<file path="src/rtl/mem_access_unit.sv">
// -----------------------------------------------------------------------------
// mem_access_unit
//
// Memory-side stage of the multicycle RISC-V core. It takes the control unit's
// MemRead/MemWrite/IorD/IRWrite strobes, runs one valid/ready transaction on the
// backing memory, and latches read data into IR and MDR. mem_stall holds the
// control FSM in its current state until the access has completed.
//
// Ports
//   clk, reset        core clock (rising edge), asynchronous active-high reset
//   mem_read          read access requested by the control unit
//   mem_write         write access requested by the control unit
//   i_or_d            0: address = pc (fetch), 1: address = alu_out (data)
//   ir_write          also load the read data into IR
//   pc, alu_out       address sources
//   write_data        store data
//   mem_req_*         request channel to memory (valid/ready handshake)
//   mem_resp_*        read response channel (one beat per accepted read)
//   ir, mdr           instruction and memory data registers
//   mem_stall         control unit must hold its current state
//   misaligned        sticky: access with addr[1:0] != 0
//   proto_err         sticky: mem_read and mem_write asserted together
// -----------------------------------------------------------------------------
module mem_access_unit #(
    parameter int XLEN = 32
) (
    input  logic            clk,
    input  logic            reset,
    input  logic            mem_read,
    input  logic            mem_write,
    input  logic            i_or_d,
    input  logic            ir_write,
    input  logic [XLEN-1:0] pc,
    input  logic [XLEN-1:0] alu_out,
    input  logic [XLEN-1:0] write_data,
    output logic            mem_req_valid,
    output logic            mem_req_we,
    output logic [XLEN-1:0] mem_req_addr,
    output logic [XLEN-1:0] mem_req_wdata,
    input  logic            mem_req_ready,
    input  logic            mem_resp_valid,
    input  logic [XLEN-1:0] mem_resp_rdata,
    output logic [XLEN-1:0] ir,
    output logic [XLEN-1:0] mdr,
    output logic            mem_stall,
    output logic            misaligned,
    output logic            proto_err
);

    typedef enum logic [1:0] {
        S_IDLE = 2'd0,
        S_REQ  = 2'd1,
        S_WAIT = 2'd2,
        S_DONE = 2'd3
    } state_t;

    state_t          r_state;
    state_t          w_next;

    logic [XLEN-1:0] r_addr;
    logic [XLEN-1:0] r_wdata;
    logic [XLEN-1:0] r_ir;
    logic [XLEN-1:0] r_mdr;
    logic            r_we;
    logic            r_irw;
    logic            r_misaligned;
    logic            r_proto_err;

    logic            w_strobe;
    logic [XLEN-1:0] w_addr;
    logic            w_addr_mis;
    logic            w_start;
    logic            w_resp;
    logic            w_stall;
    logic            w_valid;

    assign w_strobe   = mem_read | mem_write;
    assign w_addr     = i_or_d ? alu_out : pc;
    assign w_addr_mis = (w_addr[1:0] != 2'b00);
    assign w_start    = (r_state == S_IDLE) && w_strobe;
    // Responses are only meaningful while a read is outstanding.
    assign w_resp     = (r_state == S_WAIT) && mem_resp_valid;

    // State register
    always_ff @(posedge clk or posedge reset) begin
        if (reset) begin
            r_state <= S_IDLE;
        end else begin
            r_state <= w_next;
        end
    end

    // Next state and handshake outputs
    always_comb begin
        w_next  = r_state;
        w_stall = 1'b0;
        w_valid = 1'b0;
        unique case (r_state)
            S_IDLE: begin
                if (w_strobe) begin
                    // Stall in the very cycle the strobe appears so the
                    // control unit never advances past an unstarted access.
                    w_stall = 1'b1;
                    w_next  = w_addr_mis ? S_DONE : S_REQ;
                end
            end
            S_REQ: begin
                w_stall = 1'b1;
                w_valid = 1'b1;
                if (mem_req_ready) begin
                    w_next = r_we ? S_DONE : S_WAIT;
                end
            end
            S_WAIT: begin
                w_stall = 1'b1;
                if (mem_resp_valid) begin
                    w_next = S_DONE;
                end
            end
            S_DONE: begin
                // One unstalled cycle lets the control unit advance; strobes
                // still visible here belong to the finished access.
                w_next = S_IDLE;
            end
            default: begin
                w_next = S_IDLE;
            end
        endcase
    end

    // Request latch, read-data registers and sticky flags
    always_ff @(posedge clk or posedge reset) begin
        if (reset) begin
            r_addr       <= '0;
            r_wdata      <= '0;
            r_we         <= 1'b0;
            r_irw        <= 1'b0;
            r_ir         <= '0;
            r_mdr        <= '0;
            r_misaligned <= 1'b0;
            r_proto_err  <= 1'b0;
        end else begin
            if (w_start) begin
                r_addr  <= w_addr;
                // A simultaneous read and write is performed as a read.
                r_we    <= mem_write & ~mem_read;
                r_wdata <= write_data;
                r_irw   <= ir_write;
                if (w_addr_mis) begin
                    r_misaligned <= 1'b1;
                end
                if (mem_read && mem_write) begin
                    r_proto_err <= 1'b1;
                end
            end
            if (w_resp) begin
                r_mdr <= mem_resp_rdata;
                if (r_irw) begin
                    r_ir <= mem_resp_rdata;
                end
            end
        end
    end

    assign mem_req_valid = w_valid;
    assign mem_req_we    = r_we;
    // Misaligned accesses never reach the bus, so the low bits are always zero
    // on a real request; forcing them keeps the bus address word-aligned.
    assign mem_req_addr  = {r_addr[XLEN-1:2], 2'b00};
    assign mem_req_wdata = r_wdata;
    assign ir            = r_ir;
    assign mdr           = r_mdr;
    assign mem_stall     = w_stall & ~reset;
    assign misaligned    = r_misaligned;
    assign proto_err     = r_proto_err;

endmodule

</file>
<file path="config.mk">
export PLATFORM = sky130hd
export DESIGN_NAME = mem_access_unit
export DESIGN_NICKNAME = d
export VERILOG_FILES = /design/src/rtl/mem_access_unit.sv
export SDC_FILE = /design/constraint.sdc
export NUM_CORES = 1
export LEC_CHECK = 0
export ABC_AREA = 1
export CORE_MARGIN = 2
export CORE_UTILIZATION = 44
export CTS_CLUSTER_SIZE = 20
export DETAILED_ROUTE_END_ITERATION = 6
export GPL_ROUTABILITY_DRIVEN = 1
export GPL_TIMING_DRIVEN = 0
export PLACE_DENSITY = 0.86
export SLEW_MARGIN = 20
export SYNTH_ARGS = -nofsm -noshare
export SYNTH_HDL_FRONTEND = slang
export SYNTH_SLANG_ARGS = --single-unit
</file>
<file path="constraint.sdc">
create_clock -name clk -period 7.4 [get_ports clk]
set_input_delay 1.11 -clock clk [delete_from_list [all_inputs] [get_ports clk]]
set_output_delay 1.11 -clock clk [all_outputs]
set_load 0.05 [all_outputs]
</file>
## Yosys cells after proc, flatten, opt, wreduce, memory -nomap -nowiden

Cells that the tools add are included.
W data, S select, Z words.

- Equal/unequal tests: 6
- Mux-type cells: 10
- Bitwise gates (word level): 5
- Reductions and logical operators: 10

Operators with widths:

| kind | count |
|---|---|
| $mux W32 | 1 |
| $mux W2 | 4 |
| $pmux W2 S4 | 1 |
| $ne A2 B2 Y1 const B | 3 |
| $reduce_and A2 Y1 | 3 |
| $eq A2 B2 Y1 const B | 2 |
| $logic_and A1 B1 Y1 | 3 |
| $mux W1 | 3 |
| $reduce_and A3 Y1 | 1 |
| $and A1 B1 Y1 | 2 |
| $eq A2 B1 Y1 const B | 1 |
| $logic_not A2 Y1 | 1 |
| $not A1 Y1 | 2 |
| $pmux W1 S2 | 1 |
| $reduce_bool A2 Y1 | 1 |
| $reduce_or A2 Y1 | 1 |
| $or A1 B1 Y1 | 1 |

- Flip-flop bits (word level): 134
- Input bits: 136
- Output and inout port bits: 133
- Logic and storage cells: 40

## Logic depth before layout (Yosys ltp)

Gate-level depths: netlist of run 1.

- Depth after elaboration: 5
- Depth in mapped cells: 7
- Gate-level depth less buffers: 7

## Worst setup path after synthesis of run 1

OpenSTA, ideal clock, no wires.

- Kind: input to output
- Start point: input mem_write
- End point: output mem_stall
- Arrival time: 1.778 ns
- Data required time: 6.290 ns
- Path slack: 4.512 ns
- Cell stages on the path: 6
- Buffers on the path: 0
- Path through: inv_1 > nand2_1 > nand2_2 > inv_2 > o21ai_0 > inv_1

- Cells in the longest elaborated chain, start to end: 4

RTL lines:

| item | line | source |
|---|---|---|
| from (decl) | 30 | `input logic mem_write,` |
| $or A1 B1 Y1 | 77 | `assign w_strobe = mem_read \| mem_write;` |
| $mux W1 | 100 | `if (w_strobe) begin` |
| $pmux W1 S2 | 98 | `unique case (r_state)` |
| $and A1 B1 Y1 | 173 | `assign mem_stall = w_stall & ~reset;` |
| to (decl) | 45 | `output logic mem_stall,` |

Every way passes these cells.

## Final worst setup path of run 1

Same ends and word-level chain as after synthesis.

==> results of run 1 <==
## flip-flops by register name (all words and copies together) (netlist names)
register	cells
misaligned	1
r_addr	30
mem_req_we	1
r_state	2
ir	32
mem_req_wdata	32
r_irw	1
proto_err	1
mdr	32
## worst max path at each step
stage / startpoint / endpoint / cells after the start
after floorplan: reset / ir[0] / 1
after global placement: reset / mdr[2] / 2
after detailed placement: mem_write / mem_stall / 8
after CTS: mem_write / mem_stall / 8
after global routing: mem_write / mem_stall / 8
final: mem_write / mem_stall / 8
## layout by cell type (no fill, tap or decap), drive strengths merged
cell type	synthesis	routed
o21ai	128	128
a21oi	1	1
clkinvlp	0	6
clkbuf	5	23
nand3	3	3
dfrtp	132	132
clkinv	0	4
conb	1	2
ha	4	4
o21bai	2	2
or2	1	1
buf	29	30
nor2	4	4
clkdlybuf4s50	0	265
nand2	237	237
inv	77	81
## through the flow
stage,hold slack (ns),cell area (um^2)
after detailed placement,0.462,8370
after CTS,0.477,8900
final,0.475,8900
after global routing,0.493,8900
after global placement,0.454,8330
after floorplan,0.470,5470
## Yosys cell counts
master and count:
sky130_fd_sc_hd__conb_1 1, sky130_fd_sc_hd__buf_2 17, sky130_fd_sc_hd__nor2_1 4, sky130_fd_sc_hd__inv_1 76, sky130_fd_sc_hd__nand2_1 236, sky130_fd_sc_hd__nand3_2 1, sky130_fd_sc_hd__ha_1 4, sky130_fd_sc_hd__nand2_2 1
sky130_fd_sc_hd__nand3_1 2, sky130_fd_sc_hd__o21ai_1 86, sky130_fd_sc_hd__buf_6 7, sky130_fd_sc_hd__inv_2 1, sky130_fd_sc_hd__clkbuf_2 1, sky130_fd_sc_hd__o21bai_1 1, sky130_fd_sc_hd__dfrtp_1 132, sky130_fd_sc_hd__a21oi_1 1
sky130_fd_sc_hd__o21ai_0 42, sky130_fd_sc_hd__o21bai_2 1, sky130_fd_sc_hd__buf_4 5, sky130_fd_sc_hd__clkbuf_1 4, sky130_fd_sc_hd__or2_2 1
## kinds of logic (layout without fill, tap and decap cells)
family / after synthesis / count (layout)
simple gates: 245 / 245
flops: 132 / 132
other cells: 1 / 2
fa+ha+maj: 4 / 4
compound gates: 131 / 131
buf+inv: 111 / 409
## power groups by stage
stage | Sequential (mW) | Combinational (mW) | Clock, mW
after floorplan | 2.37 | 0.559 | 0
after global placement | 1.24 | 2.59 | 0
after detailed placement | 1.25 | 2.63 | 0
after CTS | 1.25 | 2.64 | 0.760
after global routing | 1.29 | 2.77 | 0.792
final | 1.25 | 2.62 | 0.750
## per-layer routing
metal | wire [um] | GRT usage | vias to the layer above
li1 | - | - | 2502
met1 | 6250 | 0.292 | 2403
met2 | 8050 | 0.420 | 191
met3 | 1070 | 0.0622 | 34
met4 | 467 | 0.106 | 0
met5 | 0 | 0 | -
## worst max-delay path: cells and delay by family
kind                   cells  cell delay (ns)
AO/OA/AOI/OAI              1             0.09
AND/OR/NAND/NOR            2             0.23
buffers and inverters      5             1.57
## final cells by class
class / count / area, um^2 / area share
well taps: 168 / 210 / 0.0236
clock inverters: 14 / 104 / 0.0117
inverters: 77 / 297 / 0.0333
clock buffers: 18 / 429 / 0.0482
plain buffers: 34 / 221 / 0.0249
repair buffers: 266 / 2680 / 0.301
flip-flops and latches: 132 / 3300 / 0.371
multi-input cells: 382 / 1660 / 0.186
==> summary.md, run 1 <==
VDD sags by at most 0.345 mV. Setup repair after global routing left no endpoint under its margin. STA classifies the critical path endpoint as an output pin. During I/O placement, the number of pins put on the boundary was 269.

The routed layout has 5130 vias. The share of final-layout standard cells stronger than drive strength 1 works out to 0.0737. The post-synthesis mux area share is 0. By startpoint and endpoint, the worst setup path is classified as in -> out. The signal on the critical path passes through clkdlybuf4s50_1 > inv_1 > nand2_1 > nand2_2 > inv_2 > o21ai_0 > inv_1 > clkdlybuf4s50_1.

The smallest clock period supported by the final layout is computed as 4.12 ns. The share of Yosys cell area claimed by the top area cell type works out to 0.604. Ranked by total cell area, the synthesized netlist is headed by sky130_fd_sc_hd__dfrtp_1 (60%), sky130_fd_sc_hd__nand2_1 (16%), sky130_fd_sc_hd__o21ai_1 (7.9%).

Once the clock tree was built, the setup fixing pass inserted 0 buffers. Once placement completed, the tool counted placed cells totaling 1059. The post-synthesis sequential area ratio was 0.604. The number of gates resized after CTS was 0.

For the combinational power share, the log shows 0.567. The clock reaches the later pin of the worst-skew pair after 0.41 ns. The floorplan has 40 rows. The analysis attributes to net switching a power of 2.27 mW.

The tree built by TritonCTS fans out to 132 sinks. Cell internal power was estimated by the tool at 2.35 mW. The first detailed-routing pass took 4 iterations. At the pin with the least slew margin, the transition time is 0.563 ns. The tools report the beginning of the worst register-to-register path as r_state[0].

The kind of start point of the critical path was an input port. Entering global routing, the biggest net connects 88 pins. The worst setup slack after placement came out at 3.25 ns. By area, the combinational part of the netlist is dominated by simple AND/OR/NAND/NOR gates. The via count of the first global-routing pass came out at 5061.

The simple-gate share of the synthesized area is 0.171, and the deepest clock path buffer count is 2. The synthesized area divided by synthesized cell count works out to 8.76 um^2. Counting cells, the worst reg-to-reg path comes to 5. After detailed routing, the average wire length per cell comes to 14.5 um. The switching fraction of total power is 0.491, and the vertical die dimension is 115 um. The number of cells produced by synthesis was 624. The tightest slew margin relative to the limit was 0.624. In this run the critical register-to-register path is captured at r_addr[8].

The repair_antennas step left the layout with diodes totalling 0. The area fraction in compound gates after synthesis came out at 0.122. Buffers placed on the I/O ports in this run total 265. The root buffer cell chosen for the clock tree is sky130_fd_sc_hd__clkbuf_16. Setup violations remaining at the end of the flow were counted as 0. The run gives 0.271 as the sequential share of power. During synthesis, Yosys emitted a total of 0 warnings. The clock edge transition at the registers on the reported setup and hold paths came out at 0.05 ns. The flow ran to the end, and the final reports show no timing, DRC or antenna violations.

For this design, the slowest cell found on the critical path is sky130_fd_sc_hd__clkdlybuf4s50_1. The count of nets after finishing is 1050. Across the run, the number of max-cap violations was 0. TritonCTS built the clock tree.

Setup slack closes at 3.28 ns. Once detail routing completed, the nets flagged for antenna violations numbered 0. The total half-perimeter wirelength after legalization and detailed placement came out at 12.1 mm. The width of the die was 115 um. The worst hold-check path type was reg -> reg.

The initial antenna violation count is 0. In the routed design, unresolved DRC markers number 0. In this run the power density over the cells is 519 nW/um^2. Clock skew on the completed layout was measured at 0.00802 ns. The H-tree generated during clock tree synthesis spans 4 levels. The run gives 1091 as the post-layout instance count excluding filler cells. For the cell area after synthesis, the log shows 5470 um^2. The final core utilization was 0.738. The run gives 0.453 as the starting density of the core. From synthesis to final layout, the design area changed by 62.8%. After synthesis, the netlist uses 21 different library cells. The design draws 4.62 mW. For the worst setup path, the data required time is 6.29 ns. The synthesized-area fraction occupied by adder cells is 0.00916, and the global placement routability congestion is 0.814. The post-synthesis register bit count is 132, and the routed wire length is 15.8 mm. On the worst path, the slowest cell contributes a delay of 0.82 ns.

The first-pass GRT wire length came out at 25.1 mm. The run gives 5.80 ns as the slack of the worst reg-to-reg path. The number of clock buffers inserted by TritonCTS came out at 17. The post-route fraction of the period consumed by the critical path was 0.556.

The xor/xnor cell area share of the yosys netlist works out to 0. The run gives 4.31 nW as the static power due to leakage. After filler insertion, the fill cell instance count of the layout stands at 901. Hold path startpoint: misaligned. The count of hold buffers inserted by post-cts repair was 0; the data arrival at the endpoint of the critical path was 3.01 ns. The part of the total power dissipated in the clock network was 0.162.

Using the TritonRoute via totals, the vias-per-cell ratio works out to 4.70. The number of endpoints with negative hold slack in the final report came out at 0. The biggest fanout along the worst timing path came out at 7. For hold timing, the worst endpoint is misaligned.

The cell depth of the worst hold path works out to 1. After global routing the overflow that remains totals 0. Timing would allow up to 243 MHz. Biggest area consumer among synthesized cells: sky130_fd_sc_hd__dfrtp_1. The die area is 13300 um^2, and the core region area is 12100 um^2.

The initial detailed-routing violation count is 351. In the final timing run, aggregate negative setup slack is 0 ns. The max-slew violation count is 0. The tools report the global-route usage over all layers as 0.244.
(Power assumes the default switching activity.)
==> run 2: changes to the inputs <==
CORE_UTILIZATION = 41   (was 44)
PLACE_DENSITY = 0.81   (was 0.86)
clock period = 3.9 ns   (was 7.4 ns; I/O delays follow)
==> summary.md, run 2 (same netlist as run 1, synthesis figures left out) <==
After clock tree synthesis, the clock-pin slew on the worst setup and hold paths is 0.06 ns. The signed area change from the synthesized netlist to the final layout was 66.1%; the largest vdd supply drop was 0.470 mV. The run gives 0 as the initial antenna violation count.

The tools report the required time of the critical path as 3.31 ns. The analysis attributes to cell leakage a power of 4.39 nW. The floorplan step set the die height to 119 um. Share of final-layout standard cells stronger than drive strength 1: 0.0745. In this run the count of I/O pins placed on the die edge is 269.

In the routed design, unresolved DRC markers number 0. In this run, the number of DRC markers left after iteration 0 of detailed routing was 343. The kind of start point of the critical path was a flop. The logs give 1029 for the count of filler cells inserted in the layout and 5107 for the via count of the first global-routing pass. Setup repair after global routing left no endpoint under its margin.

The detailed router placed 5090 vias in this run. The tree built by TritonCTS fans out to 132 sinks. At the end of the flow, the number of nets in the layout was 1054. The routed design uses 1.10 mm of met3 wire. The slew at the pin closest to its max-slew limit was 0.554 ns. The most frequent standard cell in the layout excluding fill and tap cells is sky130_fd_sc_hd__clkdlybuf4s50_1. For the clock insertion delay at the later pin of the skew report, the log shows 0.41 ns.

The highest routing layer actually used is met4. TritonCTS created 17 clock buffers. Max-slew violation count: 0. Vias per cell: 4.62. The flow ran to the end, and the final reports show no timing, DRC or antenna violations. For this run the aggregate overflow at the end of global routing stands at 0. Global-route usage over all layers: 0.230.

The post-route fraction of the period consumed by the critical path works out to 0.785. The run gives 0 ns as the setup TNS. The clock tree synthesis step divided the H-tree into 4 levels. Core region area: 13100 um^2.

The logs give 6.57 mm for the routed metal-1 wirelength and 2.48 ns for the data arrival at the endpoint of the critical path. The completed layout was analyzed and its total power is 9.00 mW. The buffer count from post-CTS setup fixing was 0. The worst hold path belongs to the class reg -> reg. In the final routed layout, each cell accounts on average for 14.5 um. For this design the ratio of total power to cell area is 991 nW/um^2. The tools report the type of destination of the critical path as an output pin. The starting density of the core was 0.416; the maximum achievable frequency was 326 MHz. The deepest clock path buffer count is 2, and the number of endpoints failing setup at the final stage is 0. TritonCTS built the clock tree.

Detailed routing placed a total of 7.77 mm of wire on met2. The reported max-cap violation count was 0. The top cell types in the final layout, fill and taps aside, are sky130_fd_sc_hd__clkdlybuf4s50_1 (265), sky130_fd_sc_hd__nand2_1 (236), sky130_fd_sc_hd__dfrtp_1 (132), sky130_fd_sc_hd__o21ai_1 (86), sky130_fd_sc_hd__inv_1 (75). The width of the die was 119 um.

0 antenna diodes ended up in the layout. The smallest clock period supported by the final layout is computed as 3.06 ns. In this run, post-CTS repair resized a total of 0 instances. Entering global routing, the biggest net connects 32 pins. Of all nets on the critical path, the largest fanout is 7. The count of hold buffers inserted by post-cts repair is 0, and the worst clock skew is 0.00619 ns.

The number of endpoints with negative hold slack in the final report was 0. In this run the remaining antenna-violating nets after routing total 0. The first-pass GRT wire length was 25.6 mm. In this run the tool buffered the top-level ports with 265 buffer cells. The total half-perimeter wirelength after legalization and detailed placement is 12.0 mm. At the end of routability-driven placement, the weighted congestion stood at 0.812. The routed wire length came out at 15.9 mm.

The number of rows in the core area was 42. Before antenna repair, the detailed router went through 7 iterations. In this run the clock root is driven by a sky130_fd_sc_hd__clkbuf_16. The run gives 14300 um^2 as the die area. The tightest slew margin relative to the limit is 0.629. The setup path with the least slack is of type reg -> out.
==> run 2: cell types whose count changed in the layout (fill, tap and decap cells not counted), sizes merged <==
cell and change:
inv -5, clkbuf +4, clkinv -2, bufinv +4, clkinvlp -2, buf +4
==> run 2: layout make-up <==
| cell class | instances | area (um^2) | share of cell area |
|---|---|---|---|
| Buffer | 34 | 221 | 0.0244 |
| Clock buffer | 22 | 464 | 0.0511 |
| Clock inverter | 9 | 153 | 0.0168 |
| Inverter | 77 | 293 | 0.0323 |
| Multi-Input combinational cell | 382 | 1660 | 0.182 |
| Sequential cell | 132 | 3300 | 0.364 |
| Tap cell | 176 | 220 | 0.0243 |
| Timing Repair Buffer | 270 | 2770 | 0.305 |
==> run 2: worst max-delay path, stage by stage, from the launching register on <==
cell	delay, ns
sky130_fd_sc_hd__dfrtp_1	0.40
sky130_fd_sc_hd__inv_1	0.10
sky130_fd_sc_hd__ha_1	0.29
sky130_fd_sc_hd__nand2_2	0.15
sky130_fd_sc_hd__inv_2	0.16
sky130_fd_sc_hd__o21ai_0	0.10
sky130_fd_sc_hd__inv_1	0.05
sky130_fd_sc_hd__clkdlybuf4s50_1	0.82
==> run 2: path summary, 6_finish.rpt <==
check | cells after the start | endpoint | from | slack [ns]
hold / removal | 1 | misaligned | misaligned | 0.46
min in group asynchronous | 2 | r_state[0] | reset | 0.47
setup reg to reg | 5 | r_addr[14] | r_state[1] | 2.29
max in group asynchronous | 4 | mem_req_wdata[20] | reset | 2.82
hold reg to reg | 1 | misaligned | misaligned | 0.46
setup / recovery | 7 | mem_stall | r_state[0] | 0.84
==> run 2: per-stage QoR <==
step	hold WS, ns	instances	setup slack, ns	utilization	cell area (um^2)
2_1_floorplan	0.470	625	1.68	-	5470
3_3_place_gp	0.453	1066	0.449	0.635	8350
3_5_place_dp	0.456	1071	0.828	0.644	8460
4_1_cts	0.450	1102	0.791	0.691	9080
5_1_grt	0.462	1102	0.685	0.691	9080
6_report	0.464	1102	0.837	0.691	9080
==> run 2: per-layer routing <==
metal / GRT usage / up-vias
li1: - / 2500
met1: 0.286 / 2354
met2: 0.372 / 207
met3: 0.0627 / 29
met4: 0.110 / 0
met5: 0 / -
==> run 2: report_power, final <==
part	internal (mW)	switching [mW]	total [mW]
Sequential	2.01	0.353	2.37
Combinational	1.64	3.34	4.97
Clock	1.10	0.563	1.66
Total	4.75	4.25	9.00
==> run 3: changes to the inputs <==
clock period = 3.1 ns   (was 3.9 ns; I/O delays follow)
==> results of run 3 <==
The final DEF is identical to that of run 2. Status: completed.
Among the figures that moved: setup slack after placement 0.828 ns -> 0.268 ns; setup slack after layout 0.837 ns -> 0.157 ns; hold slack 0.464 ns -> 0.346 ns; register-to-register setup slack 2.29 ns -> 1.49 ns; total power 9.00 mW -> 11.3 mW; worst IR drop on VDD 0.470 mV -> 0.592 mV
